File: src/rtl/pc_sequencer_ras_pkg.sv
// Shared constants for the next-PC sequencer and its return-address stack.
// Holds no logic, so it adds no latency.
// Holds no flow control, so it has no backpressure behaviour.
package pc_sequencer_ras_pkg;

    // Default reset vector: the start of the MIPS user text segment
    localparam logic [31:0] DEFAULT_RESET_PC = 32'h0040_0000;

    // Source selection for the next fetch address
    typedef enum logic [1:0] {
        NEXT_PC_SEQ = 2'd0,
        NEXT_PC_BR  = 2'd1,
        NEXT_PC_J   = 2'd2,
        NEXT_PC_JR  = 2'd3
    } next_pc_sel_e;

    // Pointer width for a circular stack of the given depth (at least one bit)
    function automatic int ras_ptr_w(input int depth);
        return (depth > 1) ? $clog2(depth) : 1;
    endfunction

endpackage

File: src/rtl/pc_sequencer_ras_ras_stack.sv
// Circular return-address stack; when full, a push overwrites the oldest entry.
// Latency: top and count reflect a push or pop on the cycle after the clock edge.
// No backpressure: a pop while empty is ignored, and a push while full sets sticky overflow.
module ras_stack
    import pc_sequencer_ras_pkg::*;
#(
    parameter int DEPTH = 4,
    parameter int WIDTH = 32,
    localparam int PTR_W = ras_ptr_w(DEPTH),
    localparam int CNT_W = $clog2(DEPTH) + 1
) (
    input  logic             clk,
    input  logic             reset,
    input  logic             push,
    input  logic             pop,
    input  logic [WIDTH-1:0] push_data,
    output logic [WIDTH-1:0] top,
    output logic [CNT_W-1:0] count,
    output logic             empty,
    output logic             overflow
);

    logic [WIDTH-1:0] mem [DEPTH];
    logic [PTR_W-1:0] wr_ptr;   // next slot to write; the newest entry sits just below it
    logic [PTR_W-1:0] top_idx;
    logic             full;
    logic             do_pop;

    assign top_idx = wr_ptr - PTR_W'(1);
    assign full    = (count == CNT_W'(DEPTH));
    assign empty   = (count == '0);
    assign do_pop  = pop & ~empty;
    assign top     = empty ? '0 : mem[top_idx];

    // Pointer, count, storage and sticky overflow update
    always_ff @(posedge clk) begin
        if (reset) begin
            for (int i = 0; i < DEPTH; i++) begin
                mem[i] <= '0;
            end
            wr_ptr   <= '0;
            count    <= '0;
            overflow <= 1'b0;
        end else if (push && do_pop) begin
            // A simultaneous push and pop replaces the current top entry
            mem[top_idx] <= push_data;
        end else if (push) begin
            // When full, wr_ptr already points at the oldest entry, so that entry is overwritten
            mem[wr_ptr] <= push_data;
            wr_ptr      <= wr_ptr + PTR_W'(1);
            if (full) begin
                overflow <= 1'b1;
            end else begin
                count <= count + CNT_W'(1);
            end
        end else if (do_pop) begin
            wr_ptr <= top_idx;
            count  <= count - CNT_W'(1);
        end
    end

endmodule

File: src/rtl/pc_sequencer_ras.sv
// Next-PC generator: sequential, BEQ/BNE, J/JAL, JR, and a return-address stack that checks JR $ra predictions.
// Latency: pc updates one cycle after the control inputs; pc, pc_plus4 and ras_top are combinational from registers.
// Backpressure: stall holds pc, the RAS and overflow for the cycle and suppresses the mispredict pulse.
module pc_sequencer_ras
    import pc_sequencer_ras_pkg::*;
#(
    parameter int          ADDR_W    = 32,
    parameter logic [31:0] RESET_PC  = DEFAULT_RESET_PC,
    parameter int          RAS_DEPTH = 4,
    localparam int         CNT_W     = $clog2(RAS_DEPTH) + 1
) (
    input  logic              clk,
    input  logic              reset,
    input  logic              stall,
    input  logic              beq,
    input  logic              bne,
    input  logic              zero,
    input  logic              jump,
    input  logic              link,
    input  logic              jr,
    input  logic              jr_is_ra,
    input  logic [15:0]       imm16,
    input  logic [25:0]       target26,
    input  logic [ADDR_W-1:0] jr_addr,
    output logic [ADDR_W-1:0] pc,
    output logic [ADDR_W-1:0] pc_plus4,
    output logic [ADDR_W-1:0] ras_top,
    output logic [CNT_W-1:0]  ras_count,
    output logic              ras_mispredict,
    output logic              ras_overflow
);

    localparam logic [ADDR_W-1:0] RESET_ALIGNED = {RESET_PC[ADDR_W-1:2], 2'b00};

    next_pc_sel_e      sel;
    logic [ADDR_W-1:0] next_pc;
    logic [ADDR_W-1:0] br_target;
    logic [ADDR_W-1:0] j_target;
    logic [ADDR_W-1:0] jr_target;
    logic              taken;
    logic              ras_push;
    logic              ras_pop;
    logic              ras_empty;

    assign pc_plus4  = pc + ADDR_W'(4);
    assign taken     = (beq & zero) | (bne & ~zero);
    assign br_target = pc_plus4 + ADDR_W'({{14{imm16[15]}}, imm16, 2'b00});
    assign jr_target = {jr_addr[ADDR_W-1:2], 2'b00};

    // Narrow builds have no region bits above the 28-bit jump field
    if (ADDR_W > 28) begin : g_jump_region
        assign j_target = {pc_plus4[ADDR_W-1:28], target26, 2'b00};
    end else begin : g_jump_trunc
        assign j_target = ADDR_W'({target26, 2'b00});
    end

    // JR outranks jump, so a JAL that coincides with a JR never pushes
    assign ras_push = jump & link & ~jr & ~stall;
    assign ras_pop  = jr & jr_is_ra & ~stall;

    // Next-PC source priority: jr > jump > taken branch > sequential
    always_comb begin
        sel = NEXT_PC_SEQ;
        if (jr) begin
            sel = NEXT_PC_JR;
        end else if (jump) begin
            sel = NEXT_PC_J;
        end else if (taken) begin
            sel = NEXT_PC_BR;
        end
    end

    // Next-PC mux
    always_comb begin
        next_pc = pc_plus4;
        case (sel)
            NEXT_PC_BR: next_pc = br_target;
            NEXT_PC_J:  next_pc = j_target;
            NEXT_PC_JR: next_pc = jr_target;
            default:    next_pc = pc_plus4;
        endcase
    end

    // PC register; reset overrides stall
    always_ff @(posedge clk) begin
        if (reset) begin
            pc <= RESET_ALIGNED;
        end else if (!stall) begin
            pc <= next_pc;
        end
    end

    // One-cycle pulse when a JR $ra disagrees with the prediction or finds the stack empty
    always_ff @(posedge clk) begin
        if (reset) begin
            ras_mispredict <= 1'b0;
        end else begin
            ras_mispredict <= ras_pop & (ras_empty | (ras_top != jr_addr));
        end
    end

    ras_stack #(
        .DEPTH (RAS_DEPTH),
        .WIDTH (ADDR_W)
    ) u_ras (
        .clk       (clk),
        .reset     (reset),
        .push      (ras_push),
        .pop       (ras_pop),
        .push_data (pc_plus4),
        .top       (ras_top),
        .count     (ras_count),
        .empty     (ras_empty),
        .overflow  (ras_overflow)
    );

endmodule

File: config.mk
export PLATFORM = sky130hd
export DESIGN_NAME = pc_sequencer_ras
export DESIGN_NICKNAME = d
export VERILOG_FILES = /design/src/rtl/pc_sequencer_ras_pkg.sv /design/src/rtl/pc_sequencer_ras_ras_stack.sv /design/src/rtl/pc_sequencer_ras.sv
export SDC_FILE = /design/constraint.sdc
export NUM_CORES = 1
export LEC_CHECK = 0
export ABC_AREA = 1
export CORE_UTILIZATION = 50
export DETAILED_ROUTE_END_ITERATION = 10
export PLACE_DENSITY = 0.78
export SYNTH_ARGS = -nofsm -noshare
export SYNTH_HDL_FRONTEND = slang
export SYNTH_SLANG_ARGS = --single-unit
File: constraint.sdc
create_clock -name clk -period 3.6 [get_ports clk]
set_input_delay 0.36 -clock clk [delete_from_list [all_inputs] [get_ports clk]]
set_output_delay 0.36 -clock clk [all_outputs]
set_load 0.005 [all_outputs]
### Word level (Yosys, flattened, before mapping)

Memory sizes are Yosys's and may differ from the RTL's.
Cells that the tools add are included.

* logic and storage cells: 67
* output and inout bits: 101
* memories: 1
* register bits after elaboration: 39
* bits in writable memories: 128

Memories
* u_ras.mem: words 4, bits a word 32, read ports 1, clocked after Yosys merged registers in 0, wr ports 4, line pc_sequencer_ras_ras_stack.sv:23 `logic [WIDTH-1:0] mem [DEPTH];`

* multiplexer cells: 25
* reductions and logical operators: 8
* equality and inequality tests: 6
* bitwise logic cells: 16
* $add $sub $neg: 6

Operators by type and width (count)
* 32-bit two-way mux: 3
* 32-bit case mux with 3 select lines: 1
* 32-bit OR reduction: 2
* 32-bit by 3-bit adder with 32-bit output (second input constant): 1
* 32-bit adder: 1
* 32-bit != test: 1
* 1-bit two-way mux: 12
* 2-bit two-way mux: 6
* 1-bit AND: 9
* 3-bit two-way mux: 3
* 3-bit AND reduction: 2
* 1-bit inverter: 5
* 2-bit equality test (second input constant): 2
* 3-bit by 1-bit adder with 3-bit output (second input constant): 1
* 3-bit equality test (second input constant): 1
* 3-bit zero test: 1
* 3-bit by 1-bit subtractor with 3-bit output (second input constant): 1
* 2-bit by 1-bit adder with 2-bit output (second input constant): 1
* 2-bit by 1-bit equality test with 1-bit output (second input constant): 1
* 2-bit != test (second input constant): 1
* 1-bit bitwise OR: 2
* 2-bit AND reduction: 1
* 2-bit nonzero test: 1
* 2-bit by 1-bit subtractor with 2-bit output (second input constant): 1
* 1-bit logical AND: 1

### Longest topological paths before layout

Gate-level depths: netlist of run 1.

* depth after elaboration: 10
* gate-level depth with buffers: 25
* depth with buffers taken out: 25

### Modules after synthesis

From an unflattened synthesis of run 1, not the netlist that was laid out.

* cells, all modules: 1633
* area total of the unflattened synthesis: 11693.7 sq um

Modules (own cells, without submodules)
* ras_stack: area each 6228.5 sq um, cells each 626, seq. area each 3963.8 sq um, times used 1
* pc_sequencer_ras: area each 5465.2 sq um, cells each 1007, seq. area each 620.6 sq um, times used 1

### Worst setup path after synthesis of run 1

OpenSTA, ideal clock, no wires.

* path kind: register -> register
* start point: register u_ras.count[0]
* end point: memory u_ras.mem[3][10], enable pin
* buffers on the path: 1
* setup slack: 162 ps
* required time: 3181 ps
* stages on the path, launching flop included: 14
* data arrival time: 3019 ps
* period minus slack after synthesis: 3438 ps
* cell sequence: dfxtp_1 -> nor3_4 -> inv_1 -> clkbuf_1 -> nand2_1 -> inv_1 -> ha_1 -> inv_1 -> nor2_1 -> inv_1 -> o21ai_0 -> o21ai_0 -> inv_1 -> nor2_1

RTL lines
* start: declaration: line pc_sequencer_ras_ras_stack.sv:18 `output logic [CNT_W-1:0] count,`
* start signal: assignment: line pc_sequencer_ras_ras_stack.sv:54 `count <= count + CNT_W'(1);`
* start signal: assignment: line pc_sequencer_ras_ras_stack.sv:58 `count <= count - CNT_W'(1);`
* end: declaration: line pc_sequencer_ras_ras_stack.sv:23

### Worst setup path after layout of run 1

* start point: register pc[10]
* end point: register pc[15]

* cells in the longest elaborated chain, start to end: 3

Ends and longest elaborated chain
* start: declaration: line pc_sequencer_ras.sv:25 `output logic [ADDR_W-1:0] pc,`
* start signal: assignment: line pc_sequencer_ras.sv:89 `pc <= next_pc;`
* 32-bit by 3-bit adder with 32-bit output (*): line pc_sequencer_ras.sv:45 `assign pc_plus4 = pc + ADDR_W'(4);`
* 32-bit adder: line pc_sequencer_ras.sv:47 `assign br_target = pc_plus4 + ADDR_W'({{14{imm16[15]}}, imm16, 2'b00});`
* 32-bit case mux with 3 select lines (*): line pc_sequencer_ras.sv:76 `case (sel)`

Mark *: on every way between the ends. The rest lies on a longest branch, timed or not.
A chain may end at the register's enable or synchronous reset.

==> results of run 1 <==
[per-stage QoR]
stage                     hold WS [ns]  area (um^2)  utilization (%)  total power, mW  cells
final                            0.526        14800             65.3             5.45   2271
after global routing             0.548        14800             65.3             5.65   2271
after CTS                        0.529        14700             64.9             5.41   2270
after detailed placement         0.517        14200             62.4             3.63   2238
after global placement           0.470        14200             62.4             3.63   2238
after floorplan                  0.452        11600                -             2.94   1744
[power breakdown]
part | total, mW | internal, mW | switching (mW)
Combinational | 1.49 | 0.585 | 0.904
Sequential | 2.16 | 2.10 | 0.0635
Clock | 1.81 | 0.929 | 0.877
[logic make-up (layout without fill, tap and decap cells)]
logic type      after synthesis  count (layout)  share of synthesized area, %
flops                       161             161                          38.5
xor+xnor                     18              18                          1.42
buf+inv                     360             602                          12.3
simple gates                968             968                          33.8
other cells                   1               8                        0.0323
compound gates              187             187                          9.31
fa+ha+maj                    42              42                          4.66
[worst min path at each step]
stage | start | endpoint | slack, ns | cells after the start
CTS | u_ras.overflow | u_ras.overflow | 0.53 | 2
detailed placement | u_ras.overflow | u_ras.overflow | 0.52 | 2
finish | u_ras.overflow | u_ras.overflow | 0.53 | 2
global placement | u_ras.overflow | u_ras.overflow | 0.47 | 2
global route | u_ras.overflow | u_ras.overflow | 0.55 | 2
floorplan | u_ras.overflow | u_ras.overflow | 0.45 | 2
[state kept, by name (all words and copies together), names as in the netlist]
register,count
u_ras.mem,124
pc,30
u_ras.count,3
u_ras.wr_ptr,2
ras_mispredict,1
u_ras.overflow,1
[placed cells by master (no fill, tap or decap), types with 3 or more instances in the layout]
| master | count |
|---|---|
| a21oi_1 | 72 |
| a21oi_2 | 3 |
| a41oi_1 | 3 |
| and2_1 | 3 |
| buf_4 | 84 |
| clkbuf_16 | 17 |
| clkdlybuf4s50_1 | 180 |
| clkinv_8 | 3 |
| conb_1 | 8 |
| dfxtp_1 | 36 |
| edfxtp_1 | 124 |
| ha_1 | 37 |
| ha_2 | 3 |
| inv_1 | 299 |
| inv_2 | 5 |
| inv_6 | 7 |
| inv_8 | 3 |
| nand2_1 | 578 |
| nand2_2 | 4 |
| nand3_1 | 84 |
| nand3b_1 | 11 |
| nand4_1 | 25 |
| nor2_1 | 230 |
| nor2_2 | 7 |
| nor3_1 | 13 |
| nor3_2 | 3 |
| o211ai_1 | 17 |
| o211ai_2 | 4 |
| o21ai_0 | 57 |
| o21ai_1 | 8 |
| o21bai_1 | 9 |
| o221ai_1 | 3 |
| o31ai_1 | 4 |
| or2_2 | 6 |
| xor2_1 | 13 |
| xor2_2 | 3 |
[per-layer routing]
metal	share of wire [%]	routed length, um	track usage (%)
met5	0	0	0
met4	4.1	1860	13.9
met3	11	5030	6.86
met2	44	20300	61.7
met1	41	18600	53.0
[final cells by class]
type	count	area share [%]
multi-input cells	1223	39.2
flip-flops and latches	161	30.1
repair buffers	266	16.7
inverters	304	7.69
clock buffers	17	2.87
well taps	285	2.40
clock inverters	15	1.05
[worst min-delay path, cell delays in order, from the launching register on]
cell and delay [ns]:
dfxtp_1 0.33, nand2_1 0.06, o21ai_0 0.08
[what timing repair did]
action,4_1_cts,5_1_grt
setup buffers,0,1
setup endpoints to repair,0,20
hold buffers,0,0
endpoints found under the hold margin,0,0
resized for setup,0,26
==> impl_results.md, run 1 <==
- Outcome: finished, final reports clean
- Slowest stage cell, crit path: dfxtp_1
- Initial Util: 51.1%
- CTS clk-pin slew, worst paths: 0.07 ns
- WP data required: slightly below 4 ns
- PD cells: approximately 370 nW/um^2
- Post-synthesis cell count: approximately 1700
- Vias post-DR: approximately 13000
- Via/cell ratio: approximately 5.6
- Largest net degree at the start of global routing: between 40 and 50
- Clock Latency Late Sink: 0.43 ns
- Drt drc: 0
- WP data arrival: 3.78 ns
- Layout cells sized above 1: 8.21%
- Register Area: roughly 4500 um^2
- Initial DRC count: approximately 1600
- Clock Tree Root: clkbuf_16
- Area grow syn2layout: 27.9%
- Register-to-Register Path Depth: 19
- EDFF count, synth: ~120
- Final setup TNS: 0 ns
- Main synth FF type: edfxtp_1
- Num CTS Buffers: 17
- Syn. warnings: 0
- Reg2Reg Setup Slack: 0.15 ns
- Worst Setup EP: pc[15]
- Sequential share of the synthesized area: 38.5%
- Relative slew margins: 43.4%
- Fin crit share: 95.8%
- Synth top area cells: edfxtp_1 32%, nand2_1 19%, inv_1 9.7%
- All-Layer GR Usage: roughly 39%
- Rows: 55
- Top-count cell post-synth: nand2_1
- Max incr delay on CP: 0.41 ns
- Final Worst Setup Slack: 0.152 ns
- Vias in the first global route: about 12000
- Crit path cell chain: inv_1, nor3_2, nand2_1, nor2_4, nand2_1, nand2_1, inv_1, ha_1, nand2_1, inv_1, nand2_1, nand3_1, a21oi_1, nand2_2, or2_2, nand3_1, nand3_1, o21ai_0, inv_1
- Tmin final: 3.45 ns
- DP Worst Slack: between 0.04 and 0.05 ns
- DR WL/cell: 20.2 um
- Reg2reg end: pc[15]
- Initial antenna violation count: 0
- CP Buf/Inv Count: 4
- Final Skew: roughly 0.011 ns
- Num Clock Sinks: around 160
- IO Count: 185
- Hold crit path type: flop to flop
- R2r startpoint: pc[10]
- Gpl congestion: 1.02
- GRT overflow: 0
- Endpoints failing setup: 0
- Post-synthesis cell type count: 40
- Top post-synthesis cells by count: 579 x nand2_1, 300 x inv_1, 236 x nor2_1, 124 x edfxtp_1, 85 x nand3_1
- CTS tree: built
- Stages on the worst setup path: 19
- Pleak: between 7 and 8 nW
- Max-cap violations: 0
- First-pass GRT wire length: 68.8 mm
- Most frequent CP cell: nand2_1
- # diodes: 0
- FFs w/ async S/R, synth: 0%
- Largest area contributor in the netlist: edfxtp_1
- Fill cell count: 2020
- Die W: ~150 um
- Cell area after synthesis: 11600 um^2
- CTS H-tree lvls: 4
- Setup crit end kind: flop
- Core Footprint: 22700 um^2
- Nets: 2099
- CTS Buffer Depth: 2
- DP HPWL: approximately 35 mm
- Crit path max-delay family: simple AND/OR/NAND/NOR gates
- VDD IR max: 376 uV
- Endpoints failing hold: 0
- Post-synthesis sequential element count: 161
- Startpoint Class: flop
- Fmax: 290 MHz
- CP max FO: 5
- Share of the synthesized area in the top cell type: 32.1%
- Avg Cell Area, Syn: 6.68 um^2
- Multi-input logic area: 5820 um^2
- Port Buffer Count: 180
- Post-Route WL: 45.8 mm
- Full die area: 23800 um^2
- CP startpoint: pc[10]
- DRT Pass-1 Iters: 8
- ANT nets after route: 0
- Worst-margin pin slew: 0.848 ns
- Die Y: around 150 um
- Critical path class: flop to flop
- Pins Over Slew Limit: 0
No activity file was read; power rests on OpenSTA's default activity.
==> inputs of run 2 (changes only) <==
Settings changed: CORE_MARGIN from default to 4, GPL_TIMING_DRIVEN from default to 1.
==> impl_results.md, run 2 (same netlist as run 1, synthesis figures left out) <==
- Max-cap violations: 0 (unchanged)
- DP HPWL: 34.5 mm (was 35.0 mm)
- Drt drc: 0 (unchanged)
- Hold crit path type: flop to flop (unchanged)
- All-Layer GR Usage: 33.6% (was 38.7%)
- Setup crit end kind: flop (unchanged)
- Crit path max-delay family: simple AND/OR/NAND/NOR gates (unchanged)
- Tmin final: 3.39 ns (was 3.45 ns)
- Endpoints failing setup: 0 (unchanged)
- Final Skew: 0.00956 ns (was 0.0110 ns)
- First-pass GRT wire length: 66.1 mm (was 68.8 mm)
- CP Buf/Inv Count: 4 (unchanged)
- Fin crit share: 94.2% (was 95.8%)
- Clock Tree Root: clkbuf_16 (unchanged)
- CP max FO: 5 (unchanged)
- Largest net degree at the start of global routing: 41 (unchanged)
- Largest register FFs: 124 (unchanged)
- DRT Pass-1 Iters: 7 (was 8)
- Port Buffer Count: 180 (unchanged)
- Worst-margin pin slew: 0.837 ns (was 0.848 ns)
- PD cells: 367 nW/um^2 (was 368 nW/um^2)
- Core Footprint: 22700 um^2 (unchanged)
- Fmax: 295 MHz (was 290 MHz)
- Initial antenna violation count: 0 (unchanged)
- Clock Latency Late Sink: 0.43 ns (about the same)
- Vias in the first global route: 11605 (was 11980)
- Outcome: finished, final reports clean (unchanged)
- Core Util, Final: 64.9% (was 65.3%)
- Biggest regs: u_ras.mem: 124 flops, pc: 30 flops, u_ras.count: 3 flops (unchanged)
- WP data arrival: 3.72 ns (was 3.78 ns)
- Hold WS: 0.499 ns (was 0.526 ns)
- ANT nets after route: 0 (unchanged)
- Full die area: 25700 um^2 (was 23800 um^2)
- Rows: 55 (unchanged)
- IO Count: 185 (unchanged)
- GRT overflow: 0 (unchanged)
- Initial Util: 51.1% (unchanged)
- Most frequent CP cell: nand2_1 (unchanged)
- CTS tree: built (unchanged)
- Startpoint Class: flop (unchanged)
- Largest Register: u_ras.mem (unchanged)
- Num CTS Buffers: 17 (unchanged)
- CTS H-tree lvls: 4 (unchanged)
- Pleak: 6.98 nW (was 7.05 nW)
- CTS clk-pin slew, worst paths: 0.07 ns (about the same)
- Vias post-DR: 12317 (was 12640)
- DR WL/cell: 19.6 um (was 20.2 um)
- Crit path cell chain: nand2_1, nor2_1, nand2_1, nor2_1, nand3_1, nand2_1, inv_1, ha_1, nand2_1, inv_1, nand2_1, buf_4, nor2_1, nand3_1, nand3_1, nand2_1, nand3_1, nand4_1, nand2_1, inv_1 (was inv_1, nor3_2, nand2_1, nor2_4, nand2_1, nand2_1, inv_1, ha_1, nand2_1, inv_1, nand2_1, nand3_1, a21oi_1, nand2_2, or2_2, nand3_1, nand3_1, o21ai_0, inv_1)
- Pins Over Slew Limit: 0 (unchanged)
- Slowest stage cell, crit path: dfxtp_1 (unchanged)
- Post-Route WL: 44.3 mm (was 45.8 mm)
- # diodes: 0 (unchanged)
- CTS Buffer Depth: 2 (unchanged)
- Most common cell after layout, fill and taps aside: nand2_1 (unchanged)
- Gpl congestion: 0.986 (was 1.02)
- Area grow syn2layout: 27.1% (was 27.9%)
- Commonest non-fill, non-tap cells in the layout: 577 x nand2_1, 298 x inv_1, 230 x nor2_1 (was 578 x nand2_1, 299 x inv_1, 230 x nor2_1)
- Die Y: 160 um (was 154 um)
- Layout cells sized above 1: 7.71% (was 8.21%)
- Die W: 160 um (was 154 um)
- Relative slew margins: 44.1% (was 43.4%)
- Endpoints failing hold: 0 (unchanged)
- Critical path class: flop to flop (unchanged)
- Nets: 2085 (was 2099)
- Max incr delay on CP: 0.54 ns (was 0.41 ns)
- Initial DRC count: 1503 (was 1577)
- Num Clock Sinks: 161 (unchanged)
- VDD IR max: 360 uV (was 376 uV)
- Via/cell ratio: 5.46 (was 5.57)
- WP data required: 3.93 ns (about the same)
## run 2: final cells by class
type / instances / area, um^2
flip-flops and latches: 161 / 4470
repair buffers: 252 / 2350
clock buffers: 17 / 425
multi-input cells: 1223 / 5830
inverters: 304 / 1140
clock inverters: 15 / 154
fillers: 2004 / 7980
well taps: 285 / 357
## run 2: final timing paths
| kind | startpoint | to | slack [ns] | cells past startpoint |
|---|---|---|---|---|
| min reg2reg | u_ras.overflow | u_ras.overflow | 0.50 | 2 |
| max reg2reg | pc[20] | pc[24] | 0.21 | 20 |
| min | u_ras.overflow | u_ras.overflow | 0.50 | 2 |
| max | pc[20] | pc[24] | 0.21 | 20 |
## run 2: power by group
group / internal (mW) / switching [mW] / leakage (nW) / total [mW]
clock: 0.929 / 0.855 / 0.285 / 1.78
sequential: 2.10 / 0.0623 / 1.59 / 2.16
combinational: 0.573 / 0.888 / 5.11 / 1.46
## run 2: layer usage
layer  vias up  track usage (%)  share of wire, %
met3       109             5.42                11
met2       742             52.1                44
met5         -                0                 0
met1      5574             47.3                41
met4         0             12.9               4.1
li1       5892                -                 -
## run 2: tightest hold or removal path, stage by stage (launching register included)
cell and delay [ns]:
dfxtp_1 0.34, nand2_1 0.06, o21ai_0 0.06
## run 2: repair_timing
item	in CTS	in global routing
pin swaps	0	2
hold buffers	0	0
setup endpoints to repair	7	21
gates resized for setup	6	23
buffers inserted	0	1
## run 2: stage by stage
step	setup slack, ns	total power [mW]	TNS (ns)	cells	area, um^2
detailed placement	-0.135	3.61	-0.280	2224	14000
global placement	-0.0901	3.60	-0.318	2224	14000
floorplan	0.162	2.94	0	1744	11600
finish	0.208	5.41	0	2257	14700
global route	-0.0170	5.63	-0.0170	2257	14700
CTS	0.0769	5.37	0	2256	14600
==> inputs of run 3 (changes only) <==
Settings changed: GPL_ROUTABILITY_DRIVEN from default to 0.
==> impl_results.md, run 3 (same netlist as run 1, synthesis figures left out) <==
- Largest net degree at the start of global routing: 41 (unchanged)
- IO Count: 185 (unchanged)
- Biggest regs: u_ras.mem: 124 flops, pc: 30 flops, u_ras.count: 3 flops (unchanged)
- CTS tree: built (unchanged)
- Clock Latency Late Sink: 0.43 ns (about the same)
- GRT overflow: 0 (unchanged)
- Fin crit share: 92.7% (was 94.2%)
- Startpoint Class: flop (unchanged)
- DRT Pass-1 Iters: 7 (unchanged)
- Drt drc: 0 (unchanged)
- Final setup TNS: 0 ns (unchanged)
- Share of total power in the clock network: 35.5% (was 33.0%)
- All-Layer GR Usage: 31.5% (was 33.6%)
- Vias post-DR: 12486 (was 12317)
- Via/cell ratio: 5.60 (was 5.46)
- Setup crit end kind: flop (unchanged)
- Initial DRC count: 1703 (was 1503)
- # resized after CTS: 0 (was 6)
- Vias in the first global route: 11483 (was 11605)
- Hold crit path type: flop to flop (unchanged)
- Multi-input logic area: 5790 um^2 (was 5830 um^2)
- Num CTS Buffers: 17 (unchanged)
- Die Y: 160 um (unchanged)
- Rows: 55 (unchanged)
- Hold buffers post-CTS: 0 (unchanged)
- Worst-margin pin slew: 0.870 ns (was 0.837 ns)
- Endpoints failing hold: 0 (unchanged)
- Max incr delay on CP: 0.47 ns (was 0.54 ns)
- Post-Route WL: 41.9 mm (was 44.3 mm)
- Outcome: finished, final reports clean (unchanged)
- Initial antenna violation count: 0 (unchanged)
- PD cells: 380 nW/um^2 (was 367 nW/um^2)
- Relative slew margins: 41.9% (was 44.1%)
- Share of total power in sequential cells: 39.1% (was 40.0%)
- Crit path cell chain: nand2_1, nor2_1, nand2_1, o31ai_1, nand2_1, inv_1, ha_1, nand2_1, nand2_1, o21bai_1, inv_1, nand2_1, inv_1, nand3_1, o21ai_1, nand3_1, nand2_1, inv_1 (was nand2_1, nor2_1, nand2_1, nor2_1, nand3_1, nand2_1, inv_1, ha_1, nand2_1, inv_1, nand2_1, buf_4, nor2_1, nand3_1, nand3_1, nand2_1, nand3_1, nand4_1, nand2_1, inv_1)
- Final Skew: 0.00835 ns (was 0.00956 ns)
- Num Clock Sinks: 161 (unchanged)
- Largest register FFs: 124 (unchanged)
- Core Footprint: 22700 um^2 (unchanged)
- Area grow syn2layout: 25.5% (was 27.1%)
- Slowest stage cell, crit path: dfxtp_1 (unchanged)
- Switching portion of total power: 31.0% (was 33.4%)
- Fill cell count: 1980 (was 2004)
- Endpoints failing setup: 0 (unchanged)
- Most common cell after layout, fill and taps aside: nand2_1 (unchanged)
- Largest Register: u_ras.mem (unchanged)
- DR WL/cell: 18.8 um (was 19.6 um)
- Switching Power: 1.72 mW (was 1.81 mW)
- CTS clk-pin slew, worst paths: 0.07 ns (about the same)
- First-pass GRT wire length: 63.2 mm (was 66.1 mm)
- Die W: 160 um (unchanged)
- Register Area: 4470 um^2 (about the same)
- Nets: 2057 (was 2085)
- Critical path class: flop to flop (unchanged)
- VDD IR max: 301 uV (was 360 uV)
- # diodes: 0 (unchanged)
- Fmax: 300 MHz (was 295 MHz)
- Full die area: 25700 um^2 (unchanged)
- Pins Over Slew Limit: 0 (unchanged)
- RSZ-0062 raised after global routing: false
- Commonest non-fill, non-tap cells in the layout: 579 x nand2_1, 299 x inv_1, 230 x nor2_1 (was 577 x nand2_1, 298 x inv_1, 230 x nor2_1)
- Most frequent CP cell: nand2_1 (unchanged)
- Max-cap violations: 0 (unchanged)
- DP HPWL: 31.5 mm (was 34.5 mm)
- Port Buffer Count: 180 (unchanged)
- Pleak: 6.86 nW (was 6.98 nW)
- CP max FO: 5 (unchanged)
- WP data required: 3.94 ns (was 3.93 ns)
- Initial Util: 51.1% (unchanged)
- Combinational share of power: 25.3% (was 27.0%)
- CTS Buffer Depth: 2 (unchanged)
- WP data arrival: 3.68 ns (was 3.72 ns)
- Layout cells sized above 1: 5.97% (was 7.71%)
- CTS H-tree lvls: 4 (unchanged)
- Final Cell Area: 14600 um^2 (was 14700 um^2)
- Tmin final: 3.34 ns (was 3.39 ns)
- Clock Tree Root: clkbuf_16 (unchanged)
- Post-CTS setup buffers: 0 (unchanged)
- Pint: 3.81 mW (was 3.60 mW)
- ANT nets after route: 0 (unchanged)
- DP Area: 13900 um^2 (was 14000 um^2)
[run 3: cell count changes in the layout (fill, tap and decap cells not counted), moves of 3 or more]
cell / change
buf_4: -30
inv_8: -5
bufinv_16: +4
o21ai_2: -3
[run 3: power groups by stage]
stage	combinational [mW]	sequential, mW	clock [mW]
2_1_floorplan	0.749	2.19	0
3_3_place_gp	1.34	2.19	0
3_5_place_dp	1.35	2.20	0
4_1_cts	1.36	2.16	1.94
5_1_grt	1.52	2.17	2.04
6_report	1.40	2.16	1.96
[run 3: final cells by class]
class,count,area share (%)
well taps,285,2.45
clock inverters,15,1.40
inverters,304,7.84
repair buffers,224,14.9
flip-flops and latches,161,30.7
clock buffers,17,2.92
multi-input cells,1223,39.8
[run 3: per-stage QoR]
| step | util [%] | std cells | hold slack (ns) | power [mW] | setup slack, ns |
|---|---|---|---|---|---|
| after CTS | 63.8 | 2229 | 0.467 | 5.47 | 0.0538 |
| after floorplan | - | 1744 | 0.452 | 2.94 | 0.162 |
| final | 64.1 | 2229 | 0.466 | 5.53 | 0.264 |
| after global routing | 64.1 | 2229 | 0.497 | 5.73 | 0.00501 |
| after detailed placement | 61.1 | 2197 | 0.451 | 3.55 | 0.0885 |
| after global placement | 61.1 | 2197 | 0.442 | 3.53 | 0.207 |
[run 3: path summary, 6_finish.rpt]
check,from,endpoint,slack (ns),cells past startpoint
setup / recovery,pc[14],pc[21],0.26,18
hold / removal,u_ras.overflow,u_ras.overflow,0.47,2
setup reg to reg,pc[14],pc[21],0.26,18
hold reg to reg,u_ras.overflow,u_ras.overflow,0.47,2
[run 3: layer usage]
layer	track usage [%]	vias to the layer above	routed length, um
met4	14.9	0	2230
met2	48.6	914	18300
li1	-	5843	-
met5	0	-	0
met1	41.9	5586	15800
met3	7.61	143	5570
[run 3: worst max-delay path, delay by kind of cell (launching register included)]
family                     cells  cell delay [ns]
AOI/OAI and AO/OA              3             0.78
buffers and inverters          4             0.38
DFF                            1             0.47
adders and majority gates      1             0.27
and+or+nand+nor               10             1.35
